**config.mk**
```make
export PLATFORM = sky130hd
export DESIGN_NAME = enc_golden
export DESIGN_NICKNAME = d
export VERILOG_FILES = /design/src/rtl/enc_chk_pkg.sv /design/src/rtl/enc_golden.sv
export SDC_FILE = /design/constraint.sdc
export NUM_CORES = 1
export LEC_CHECK = 0
export CAP_MARGIN = 10
export CORE_AREA = 2 2 39 41
export DETAILED_ROUTE_END_ITERATION = 12
export DIE_AREA = 0 0 41 43
export PLACE_DENSITY = 0.34
export SYNTH_ARGS = -nofsm -noshare
export SYNTH_HDL_FRONTEND = slang
export SYNTH_SLANG_ARGS = --single-unit
```
**constraint.sdc**
```tcl
create_clock -name vclk -period 0.8
set_clock_uncertainty 0.05 [all_clocks]
set_input_delay 0.16 -clock vclk [all_inputs]
set_output_delay 0.16 -clock vclk [all_outputs]
set_load 0.01 [all_outputs]
```
**src/rtl/enc_chk_pkg.sv**
```systemverilog
// Shared definitions for the encoder sweep checker: default widths,
// FSM state encoding and the golden floor-log2 reference function.
package enc_chk_pkg;

  localparam int IN_W_DEF  = 10;
  localparam int OUT_W_DEF = 4;

  typedef enum logic [1:0] {
    ST_IDLE = 2'd0,
    ST_RUN  = 2'd1,
    ST_DONE = 2'd2
  } state_e;

  // Index of the most-significant set bit; returns 0 for an all-zero word
  // (the checker treats that input as don't-care anyway).
  function automatic logic [5:0] floor_log2(input logic [31:0] v);
    logic [5:0] r;
    r = '0;
    for (int i = 0; i < 32; i++) begin
      if (v[i]) r = 6'(i);
    end
    return r;
  endfunction

endpackage

```
**src/rtl/enc_golden.sv**
```systemverilog
// Combinational golden model: expected priority-encoder output for a word.
module enc_golden
  import enc_chk_pkg::*;
#(
  parameter int IN_W  = IN_W_DEF,
  parameter int OUT_W = OUT_W_DEF
) (
  input  logic [IN_W-1:0]  data_i,
  output logic [OUT_W-1:0] gold_o
);

  logic [31:0] data_ext;
  logic [5:0]  idx;

  // Widen to the function's fixed width, then fit the index to OUT_W.
  always_comb begin
    data_ext = 32'(data_i);
    idx      = floor_log2(data_ext);
    gold_o   = OUT_W'(idx);
  end

endmodule

```
Word-level counts from Yosys, hierarchy flattened
Index checks and enable logic that the tools add are counted.
{ "totals": {"reg_bits": 0, "output_inout_bits": 4} }
{ "op_classes": {"mux": 9} }
{ "op_table": {"columns": ["operator", "n"], "rows": [
  ["$mux 4", 8],
  ["$mux 1", 1]
]} }

Depth between registers and ports, before layout
{ "depth": {"ltp_word": 9, "mapped_depth": 3, "ltp_nobuf": 3} }

Least setup slack after synthesis
OpenSTA, ideal clock, no wires.
{ "synth_timing": {"path_type": "input -> output", "from": "input data_i[9]", "to": "output gold_o[1]", "stages": 2, "required_ps": 590, "slack_ps": -69, "t_arrival_ps": 659, "path_buffers": 0, "cell_sequence": "or2_1 -> a21oi_1"} }
{ "synth_between": {"elab_chain_len": 1} }
{ "synth_rtl": {"columns": ["item", "line", "source"], "rows": [
  ["start, declared", "enc_golden.sv:8", "input logic [IN_W-1:0] data_i,"],
  ["$mux 4", "enc_chk_pkg.sv:20", "if (v[i]) r = 6'(i);"],
  ["end, declared", "enc_golden.sv:9", "output logic [OUT_W-1:0] gold_o"]
]} }
Every way passes these cells.

Worst setup path after layout
{ "layout_timing": {"from": "input data_i[4]", "to": "output gold_o[0]"} }
{ "layout_between": {"elab_chain_len": 6} }
{ "layout_rtl": {"columns": ["item", "line"], "rows": [
  ["$mux 4 (6 in series)", "enc_chk_pkg.sv:20"]
]} }
Every way passes these cells.

==> impl_metrics.toml <==
[die]
die_w_um = 41
initial_core_util = 0.0524
die_area_sq_um = 1760
io_pins = 14
die_y_um = 43
rows = 14
core_sq_um = 1380

[global_routing]
track_usage = 0.0410
globalRouteOverflowTotal = 0
grt_pass1_wl_um = 545
grt_max_degree = 4
antenna_found_initial = 0
grt_pass1_vias = 137

[finish]
final-seq-area_sq_um = 0
area_growth_pct = 253
clkbuf_count = 0
seq_cells = 0
diodes = 0
layout.nets = 40
fin_util = 0.185
stdcell_area_sq_um = 256
drive_gt1_frac = 0.893
fill_cells = 151

[timing]
relSlewSlack = 0.848
clock.fmax_ghz = 1.02
tightest_slew_ns = 0.227
setup_slack_ns = -0.181
hold_viol = 0
rsz0062_at_grt = "yes"
timing.final.crit_period_ns = 0.981
maxSlewViolCount = 0
finalSetupViolCount = 4
fin_crit_sh = 1.23

[power_and_ir_drop]
p_leak_nw = 0.114
p_per_area_nw_per_um2 = 486
peakVddDrop_v = 0.000180

[cts]
cts_setup_buffers = 0
postCtsHoldBufs = 0

[worst_hold_path]
min_from = "data_i[9]"
min_delay_path_depth = 4
hp-class = "in -> out"
holdPathEnd = "gold_o[0]"

[drt]
drt_pre_antenna_iters = 1
drt_iter0_markers = 0
wire_per_inst_um = 7.64
antenna_left = 0
drc = 0
totalWireLength_um = 336
via_count = 144
avgViaCountPerCell = 3.27

[place]
port_buffers = 13
gp_congestion = 0.674
place_ws_ns = -1.03
dpl_cell_area_sq_um = 263

[synthesis]
ys_types = 7
yosys_warnings = 0
avgSynthCellArea_sq_um = 6.05
synthesis.area_sq_um = 72.6
mappedNetlistNets = 22
ys_seq_area_frac = 0
postSynthCellCount = 12

[worst_setup_path]
crit_required_ns = 0.59
start_kind = "primary input"
critPathMaxFanout = 3
endpoint_kind = "output port"
cp.arrival_ns = 0.77
crit_type = "in -> out"

[flow_run]
max_cap_viol_count = 0

[status]
outcome = "complete, but fails checks"
failed_checks = "setup timing"
==> power by group <==
part / internal, mW / total [mW] / switching [mW]
combinational: 0.0735 / 0.125 / 0.0512
sequential: 0 / 0 / 0
clock: 0 / 0 / 0
==> critical path, stage by stage <==
cell      delay [ns]
buf_8           0.08
inv_2           0.03
a221oi_2        0.28
o31ai_2         0.08
buf_2           0.14
==> placed cells by master (no fill, tap or decap) <==
cell type / instances
a221oi_2: 1
o31ai_2: 1
buf_6: 5
nor2_2: 2
or2_4: 1
a21oi_2: 3
clkdlybuf4s15_2: 1
o21ai_1: 1
nor2_4: 1
clkdlybuf4s15_1: 1
inv_2: 1
buf_2: 6
buf_4: 2
buf_8: 1
inv_1: 1
==> final cells by class <==
class / count / area, sq um / share of cell area
Tap cell: 16 / 20.0 / 0.0780
Multi-Input combinational cell: 10 / 91.3 / 0.356
Timing Repair Buffer: 16 / 138 / 0.537
Inverter: 2 / 7.51 / 0.0293
==> synth_stat cells (all sizes together) <==
master,instances,share of area
a221oi,1,0.21
o21ai,1,0.069
or2,1,0.086
inv,2,0.10
a21oi,3,0.21
o31ai,1,0.17
nor2,3,0.16
==> how the worst max path moves through the flow <==
| stage | from | to | slack (ns) | cells after the start |
|---|---|---|---|---|
| after floorplan | data_i[5] | gold_o[1] | 0.0002 | 3 |
| final | data_i[4] | gold_o[0] | -0.18 | 5 |
| after global placement | data_i[4] | gold_o[0] | -1.03 | 5 |
| after CTS | data_i[4] | gold_o[0] | -0.18 | 5 |
| after detailed placement | data_i[4] | gold_o[0] | -1.03 | 5 |
| after global routing | data_i[4] | gold_o[0] | -0.23 | 5 |
==> metrics by stage <==
stage | instances | TNS, ns | power, mW | hold slack [ns]
after global routing | 44 | -0.784 | 0.136 | 0.566
final | 44 | -0.641 | 0.125 | 0.537
after CTS | 44 | -0.659 | 0.123 | 0.545
after floorplan | 12 | 0 | 0.0382 | 0.325
after detailed placement | 44 | -3.89 | 0.131 | 1.34
after global placement | 44 | -3.86 | 0.131 | 1.33
==> kinds of logic after synthesis <==
kind of cell	after synthesis	synth area share
AOI/OAI and AO/OA	6	0.655
and+or+nand+nor	4	0.241
buffers and inverters	2	0.103
==> layer usage <==
metal  track usage  share of wire  up-vias
met5             0              0        -
met4             0              0        0
met3       0.00524           0.25        0
met2        0.0438           0.25       13
met1        0.0823           0.50       56
li1              -              -       75
==> what timing repair did <==
action / in CTS / in global routing
resized for setup: 61 / 2
endpoints found under the setup margin: 4 / 4
pin swaps: 7 / 0
Note: power is estimated with default switching activity, not from simulation.
